File: src/rtl/gun_pos_accum_if.sv
// Control and position bundle for gun_pos_accum: frame tick, per-axis direction requests,
// mode/recenter controls and the resulting positions and status flags.
interface gun_pos_accum_if #(
  parameter int CHANNELS = 2,
  parameter int POS_W    = 8
);
  logic                      tick;
  logic [CHANNELS-1:0]       dir_inc;
  logic [CHANNELS-1:0]       dir_dec;
  logic                      wrap_mode;
  logic                      center;
  logic [CHANNELS*POS_W-1:0] pos;
  logic [CHANNELS-1:0]       moving;
  logic                      done;
  logic                      overrun;

  modport master (
    output tick, dir_inc, dir_dec, wrap_mode, center,
    input  pos, moving, done, overrun
  );

  modport slave (
    input  tick, dir_inc, dir_dec, wrap_mode, center,
    output pos, moving, done, overrun
  );
endinterface

File: src/rtl/gun_pos_accum.sv
// Gun position accumulator: each frame tick starts a pass that updates one axis per cycle.
// Define GUN_ACCEL_EN for per-axis acceleration; otherwise every moving tick steps by STEP_MAX.
module gun_pos_accum #(
  parameter int CHANNELS    = 2,
  parameter int POS_W       = 8,
  parameter int POS_MIN     = 0,
  parameter int POS_MAX     = 255,
  parameter int POS_CENTER  = 128,
  parameter int STEP_MAX    = 4,
  parameter int ACCEL_TICKS = 8
) (
  input logic            clk_sys,
  input logic            reset_n,
  gun_pos_accum_if.slave bus
);
  localparam int CH_W  = (CHANNELS > 1) ? $clog2(CHANNELS) : 1;
  localparam int SPD_W = $clog2(STEP_MAX + 1);
  localparam int SUM_W = POS_W + 2;
  localparam logic [CH_W-1:0]         CH_LAST  = CH_W'(CHANNELS - 1);
  localparam logic [POS_W-1:0]        CENTER_V = POS_W'(POS_CENTER);
  localparam logic signed [SUM_W-1:0] MIN_S    = SUM_W'(POS_MIN);
  localparam logic signed [SUM_W-1:0] MAX_S    = SUM_W'(POS_MAX);
  localparam logic signed [SUM_W-1:0] ONE_S    = SUM_W'(1);

  if (POS_MIN > POS_CENTER || POS_CENTER > POS_MAX || STEP_MAX < 1 ||
      STEP_MAX > POS_MAX - POS_MIN || ACCEL_TICKS < 1) begin : g_bad_cfg
    $error("gun_pos_accum: inconsistent parameters");
  end

  typedef enum logic [1:0] {IDLE, UPDATE, DONE} state_t;

  state_t              state_reg, state_next;
  logic [CH_W-1:0]     ch_reg, ch_next;
  logic                pending_reg, pending_next;
  logic                overrun_reg, overrun_next;
  logic                start;
  logic [CHANNELS-1:0] snap_inc_reg, snap_dec_reg;
  logic                snap_wrap_reg;

  always_comb begin
    state_next   = state_reg;
    ch_next      = ch_reg;
    pending_next = pending_reg;
    overrun_next = overrun_reg;
    start        = 1'b0;
    case (state_reg)
      IDLE: begin
        if (bus.tick) begin
          start      = 1'b1;
          state_next = UPDATE;
          ch_next    = '0;
        end
      end
      UPDATE: begin
        if (bus.tick) begin
          if (pending_reg) overrun_next = 1'b1;
          else             pending_next = 1'b1;
        end
        if (ch_reg == CH_LAST) state_next = DONE;
        else                   ch_next    = ch_reg + 1'b1;
      end
      DONE: begin
        // A queued tick restarts straight from here; a tick landing on top of it is lost.
        if (pending_reg || bus.tick) begin
          start        = 1'b1;
          pending_next = 1'b0;
          state_next   = UPDATE;
          ch_next      = '0;
          if (pending_reg && bus.tick) overrun_next = 1'b1;
        end else begin
          state_next = IDLE;
        end
      end
      default: state_next = IDLE;
    endcase
    if (bus.center) begin
      state_next   = IDLE;
      ch_next      = '0;
      pending_next = 1'b0;
      overrun_next = overrun_reg;
      start        = 1'b0;
    end
  end

  always_ff @(posedge clk_sys or negedge reset_n) begin
    if (!reset_n) begin
      state_reg     <= IDLE;
      ch_reg        <= '0;
      pending_reg   <= 1'b0;
      overrun_reg   <= 1'b0;
      snap_inc_reg  <= '0;
      snap_dec_reg  <= '0;
      snap_wrap_reg <= 1'b0;
    end else begin
      state_reg   <= state_next;
      ch_reg      <= ch_next;
      pending_reg <= pending_next;
      overrun_reg <= overrun_next;
      if (start) begin
        snap_inc_reg  <= bus.dir_inc;
        snap_dec_reg  <= bus.dir_dec;
        snap_wrap_reg <= bus.wrap_mode;
      end
    end
  end

  assign bus.done    = (state_reg == DONE);
  assign bus.overrun = overrun_reg;

  for (genvar gi = 0; gi < CHANNELS; gi++) begin : g_ch
    logic [POS_W-1:0]        pos_reg, pos_next;
    logic                    moving_reg;
    logic [SPD_W-1:0]        step;
    logic                    active, mv, up;
    logic signed [SUM_W-1:0] sum;

    assign active = (state_reg == UPDATE) && (ch_reg == CH_W'(gi));
    assign mv     = snap_inc_reg[gi] ^ snap_dec_reg[gi];
    assign up     = snap_inc_reg[gi];

`ifdef GUN_ACCEL_EN
    localparam int CNT_W = $clog2(ACCEL_TICKS + 1);
    logic [SPD_W-1:0] speed_reg;
    logic [CNT_W-1:0] cnt_reg, cnt_next;
    logic             dir_reg;

    // cnt_reg counts ticks spent at the current speed; a full run bumps the speed.
    always_comb begin
      step     = SPD_W'(1);
      cnt_next = CNT_W'(1);
      if (speed_reg != '0 && dir_reg == up) begin
        if (cnt_reg == CNT_W'(ACCEL_TICKS)) begin
          step = (speed_reg < SPD_W'(STEP_MAX)) ? speed_reg + 1'b1 : speed_reg;
        end else begin
          step     = speed_reg;
          cnt_next = cnt_reg + 1'b1;
        end
      end
    end

    always_ff @(posedge clk_sys or negedge reset_n) begin
      if (!reset_n) begin
        speed_reg <= '0;
        cnt_reg   <= '0;
        dir_reg   <= 1'b0;
      end else if (bus.center) begin
        speed_reg <= '0;
        cnt_reg   <= '0;
      end else if (active) begin
        if (mv) begin
          speed_reg <= step;
          cnt_reg   <= cnt_next;
          dir_reg   <= up;
        end else begin
          speed_reg <= '0;
          cnt_reg   <= '0;
        end
      end
    end
`else
    assign step = SPD_W'(STEP_MAX);
`endif

    always_comb begin
      sum      = up ? SUM_W'(pos_reg) + SUM_W'(step) : SUM_W'(pos_reg) - SUM_W'(step);
      pos_next = POS_W'(sum);
      if (sum > MAX_S)
        pos_next = snap_wrap_reg ? POS_W'(MIN_S + sum - MAX_S - ONE_S) : POS_W'(MAX_S);
      else if (sum < MIN_S)
        pos_next = snap_wrap_reg ? POS_W'(MAX_S - (MIN_S - sum - ONE_S)) : POS_W'(MIN_S);
    end

    always_ff @(posedge clk_sys or negedge reset_n) begin
      if (!reset_n) begin
        pos_reg    <= CENTER_V;
        moving_reg <= 1'b0;
      end else if (bus.center) begin
        pos_reg    <= CENTER_V;
        moving_reg <= 1'b0;
      end else if (active) begin
        moving_reg <= mv;
        if (mv) pos_reg <= pos_next;
      end
    end

    assign bus.pos[gi*POS_W +: POS_W] = pos_reg;
    assign bus.moving[gi]             = moving_reg;
  end
endmodule

File: src/flat_wrapper.sv
// flat-port wrapper written by rule: the top's interface ports become plain ports
module gun_pos_accum_flat 
#(
  parameter int CHANNELS    = 2,
  parameter int POS_W       = 8,
  parameter int POS_MIN     = 0,
  parameter int POS_MAX     = 255,
  parameter int POS_CENTER  = 128,
  parameter int STEP_MAX    = 4,
  parameter int ACCEL_TICKS = 8
)
  (clk_sys, reset_n, bus_tick, bus_dir_inc, bus_dir_dec, bus_wrap_mode, bus_center, bus_pos, bus_moving, bus_done, bus_overrun);
  gun_pos_accum_if #(.CHANNELS(CHANNELS), .POS_W(POS_W)) bus_i ();
  input logic clk_sys;
  input logic reset_n;
  input wire logic [$bits(bus_i.tick)-1:0] bus_tick;
  input wire logic [$bits(bus_i.dir_inc)-1:0] bus_dir_inc;
  input wire logic [$bits(bus_i.dir_dec)-1:0] bus_dir_dec;
  input wire logic [$bits(bus_i.wrap_mode)-1:0] bus_wrap_mode;
  input wire logic [$bits(bus_i.center)-1:0] bus_center;
  output wire logic [$bits(bus_i.pos)-1:0] bus_pos;
  output wire logic [$bits(bus_i.moving)-1:0] bus_moving;
  output wire logic [$bits(bus_i.done)-1:0] bus_done;
  output wire logic [$bits(bus_i.overrun)-1:0] bus_overrun;
  assign bus_i.tick = bus_tick;
  assign bus_i.dir_inc = bus_dir_inc;
  assign bus_i.dir_dec = bus_dir_dec;
  assign bus_i.wrap_mode = bus_wrap_mode;
  assign bus_i.center = bus_center;
  assign bus_pos = bus_i.pos;
  assign bus_moving = bus_i.moving;
  assign bus_done = bus_i.done;
  assign bus_overrun = bus_i.overrun;
  gun_pos_accum #(.CHANNELS(CHANNELS), .POS_W(POS_W), .POS_MIN(POS_MIN), .POS_MAX(POS_MAX), .POS_CENTER(POS_CENTER), .STEP_MAX(STEP_MAX), .ACCEL_TICKS(ACCEL_TICKS)) u_core (.clk_sys(clk_sys), .reset_n(reset_n), .bus(bus_i));
endmodule
File: config.mk
export PLATFORM = sky130hd
export DESIGN_NAME = gun_pos_accum_flat
export DESIGN_NICKNAME = d
export VERILOG_FILES = /design/src/rtl/gun_pos_accum_if.sv /design/src/rtl/gun_pos_accum.sv /design/src/flat_wrapper.sv
export SDC_FILE = /design/constraint.sdc
export NUM_CORES = 1
export LEC_CHECK = 0
export BUFFER_PORTS_ARGS = -buffer_cell sky130_fd_sc_hd__buf_4
export CORE_MARGIN = 1.5
export CORE_UTILIZATION = 40
export DETAILED_ROUTE_END_ITERATION = 12
export PLACE_DENSITY_LB_ADDON = 0.1
export REMOVE_ABC_BUFFERS = 1
export SYNTH_ARGS = -nofsm -noshare
export SYNTH_HDL_FRONTEND = slang
export SYNTH_SLANG_ARGS = --single-unit
File: constraint.sdc
create_clock -name clk_sys -period 2.5 [get_ports clk_sys]
set_input_delay 0 -clock clk_sys [delete_from_list [all_inputs] [get_ports clk_sys]]
set_output_delay 0 -clock clk_sys [all_outputs]
set_load 0.01 [all_outputs]
==> results.tsv <==
stage	metric	value	unit
layout	n_diodes	0	
timing	minimum clock period after layout	1.915	ns
die	starting utilization of the core area	42.47	%
flow_run	Max Cap Viol	0	
placed_design	Post-Place Setup Slack	0.5554	ns
pwr	Max VDD drop	0.0005959	V
clock_network	CTS root buf	clkbuf_8	
yosys	Synth Area in Adders	5.768	%
die	die height	68.87	µm
worst_setup_path	CP Data Arrival Time	2.13	ns
yosys	Compound-Gate Fraction of Synth Area	19.83	%
pwr	Power, Total	1.606	mW
clock_network	CTS Buf Count	3	
routing	number of routed nets with antenna violations	0	
layout	post-route cell area	2059	µm²
yosys	Post-synth EDFFs	0	
yosys	largest family of logic cells by synthesized area	simple AND/OR/NAND/NOR gates	
routing	drt pass-1 iters	4	
clock_network	CTS tree	built	
pwr	Pleak	0.9112	nW
die	DIE WIDTH	68.87	µm
timing	Hold Fails Final Rpt	0	
clock_network	clock slew seen by the registers of the worst setup and hold paths	0.09	ns
clock_network	clk_lat worst skew	0.28	ns
worst_setup_path	Crit Path Class	reg -> reg	
worst_setup_path	CP max stage delay	0.48	ns
timing	Worst slew margin	59.59	%
worst_hold_path	hold path start	bus_tick	
routing	drt drc	0	
layout	leading cell type in the layout, fill and taps excluded	buf_4	
timing	setup ws final	0.5849	ns
global_route	vias in the first global route	1301	
placed_design	placed standard-cell area	1928	µm²
routing	via count	1415	
yosys	xor and xnor area share after synthesis	2.451	%
placed_design	number of buffers added on ports	28	
worst_setup_path	R2R Path Start	u_core.state_reg[1]$_DFFE_PN0P_	
placed_design	DPL Wire Length	2699	µm
clock_network	H-tree levels	1	
worst_hold_path	hold endpoint	u_core.pending_reg$_DFFE_PN0P_	
worst_hold_path	hold crit path type	in -> reg	
worst_setup_path	R2R Path End	u_core.g_ch[0].pos_reg[2]$_DFFE_PN0P_	
worst_setup_path	crit path cell chain	inv_1 -> ha_1 -> nor2b_1 -> nand2_1 -> nor4b_2 -> a211o_1	
clock_network	hold buffer count at cts	6	
worst_setup_path	Worst EP required	2.72	ns
global_route	initial antenna violation count	0	
status	outcome	completed	
yosys	Seq/Total Area, Yosys	37.64	%
timing	FMAX	0.5222	GHz
clock_network	Setup Fix Bufs, Post-CTS	0	
routing	drt wl/cell	14.54	µm
timing	fin. max-slew vios	0	
yosys	Mean Syn Cell Area	9.860	µm²
yosys	Synth async-reset ratio	100.0	%
layout	Largest register FFs	14	
yosys	mux share of post-synthesis cell area	4.398	%
timing	clk_skew	0.007092	ns
yosys	Ys Warns	0	
worst_setup_path	Worst path slowest cell	nor4b_2	
global_route	first-pass GRT wire length	6044	µm
timing	RSZ-0062 raised after global routing	no	
die	IO Count	29	
die	row count	23	
layout	most frequent cells in the layout	28 x buf_4, 24 x dfrtp_1, 16 x a21oi_1, 16 x nand2_1, 11 x nor2_1	
worst_setup_path	CP endpoint kind	flip-flop	
die	Die Area	4742	µm²
timing	worst slew pin tran	0.5977	ns
worst_hold_path	Hold Path Stages	3	
global_route	largest net degree at the start of global routing	27	
layout	fillcell total	393	
worst_setup_path	Setup crit start	u_core.state_reg[1]$_DFFE_PN0P_	
clock_network	PostCTS Resize Cnt	0	
layout	Final Util	50.40	%
global_route	total track usage	17.18	%
worst_setup_path	worst-path fanout max	9	
clock_network	Clock Path Buffers	2	
routing	routed wire length	3693	µm
yosys	Synth Area in Simple Gates	23.79	%
timing	Final setup viols	0	
die	Core Region	4086	µm²
pwr	power per cell area	779.6	nW/µm²
yosys	Synth cell types	49	
layout	Synth-to-Final Area Change	18.67	%
clock_network	clock sink count	26	
routing	via density per instance	5.571	
yosys	top_reg_cell synth	dfrtp_1	
layout	share of cells above drive strength 1	25.98	%
worst_setup_path	Reg2Reg Depth	6	
layout	Post-layout nets	222	
routing	Detailed Route Iter0 Violations	83	
yosys	cells after synthesis	176	
worst_setup_path	reg2reg setup slack	0.58	ns
global_route	GR Overflow Total	0	
timing	total negative setup slack	0	ns
yosys	Seq cells post-synth	26	
timing	Final Cycle Share	76.61	%
yosys	mapped cell area	1735	µm²
worst_setup_path	startpoint types	flip-flop	
placed_design	final RePlAce weighted congestion	0.8067	
[metal layers]
layer	GRT usage, %	up-vias	wire length, µm	share of wire, %
li1	-	702	-	-
met1	20.59	682	1721	47
met2	31.61	29	1837	50
met3	3.896	2	117	3.2
met4	2.941	0	17	0.46
met5	0	-	0	0
[where the power goes]
part	switching (mW)	internal, mW
clock network	0.141	0.214
logic	0.296	0.311
registers	0.138	0.505
[cells in the mapped netlist, types with 2 or more instances]
cell type	n	share of area [%]
o21bai_1	2	0.86
inv_1	7	1.5
a31o_2	3	1.5
buf_4	7	3.0
xor2_1	2	1.0
nand2b_1	5	1.8
nor3_1	3	0.86
nor2_1	11	2.4
a211o_1	4	2.0
dfrtp_1	24	35
mux2i_1	2	1.2
dfstp_2	2	3.0
a21oi_1	16	4.6
nand3_1	4	1.2
nor4b_1	4	2.0
nand3b_1	3	1.3
buf_6	2	1.3
a2bb2oi_1	2	1.0
and2_1	3	1.1
o21ai_0	7	2.0
ha_1	8	5.8
nand4_1	3	1.1
nor4b_2	2	1.7
o211ai_1	5	2.2
mux2_2	5	3.2
and3_1	2	0.72
nand2_1	16	3.5
[worst max-delay path: cells and delay by family (launching register included)]
| family | cells | cell delay [ns] |
|---|---|---|
| AND/OR/NAND/NOR | 3 | 0.86 |
| flip-flops | 1 | 0.42 |
| buffers and inverters | 1 | 0.09 |
| adder cells (fa/ha/maj) | 1 | 0.32 |
| AO/OA/AOI/OAI | 1 | 0.17 |
[final cells by class]
| class | count | area [µm²] | share of cell area (%) |
|---|---|---|---|
| clock buffer | 3 | 41.29 | 2.005 |
| clock inverter | 1 | 30.03 | 1.458 |
| inverter | 7 | 26.28 | 1.276 |
| multi-input combinational | 133 | 975.9 | 47.39 |
| sequential | 26 | 653.1 | 31.71 |
| tap | 50 | 62.56 | 3.038 |
| timing repair buffer | 34 | 270.3 | 13.12 |
[kinds of logic after synthesis]
logic type | count (synthesis)
compound gates | 48
xor+xnor | 4
fa+ha+maj | 8
buf+inv | 17
flops | 26
mux | 7
simple gates | 66
[per-stage QoR]
stage          hold slack, ns  std cells
3_3_place_gp         -0.06918        244
6_report              0.01895        254
5_1_grt               0.02440        254
2_1_floorplan         -0.2956        166
3_5_place_dp         -0.06461        244
4_1_cts              0.006338        254
[how the worst max path moves through the flow]
stage | to | slack [ns] | cells past startpoint
6_report | u_core.g_ch[0].pos_reg[2]$_DFFE_PN0P_ | 0.58 | 6
5_1_grt | u_core.g_ch[0].pos_reg[6]$_DFFE_PN0P_ | 0.39 | 6
4_1_cts | u_core.snap_inc_reg[0]$_DFFE_PN0P_ | 0.53 | 5
3_5_place_dp | u_core.snap_inc_reg[0]$_DFFE_PN0P_ | 0.56 | 5
3_3_place_gp | u_core.snap_dec_reg[1]$_DFFE_PN0P_ | 0.58 | 5
2_1_floorplan | u_core.snap_dec_reg[0]$_DFFE_PN0P_ | 0.80 | 5
Power figures use the tool's default switching activity.
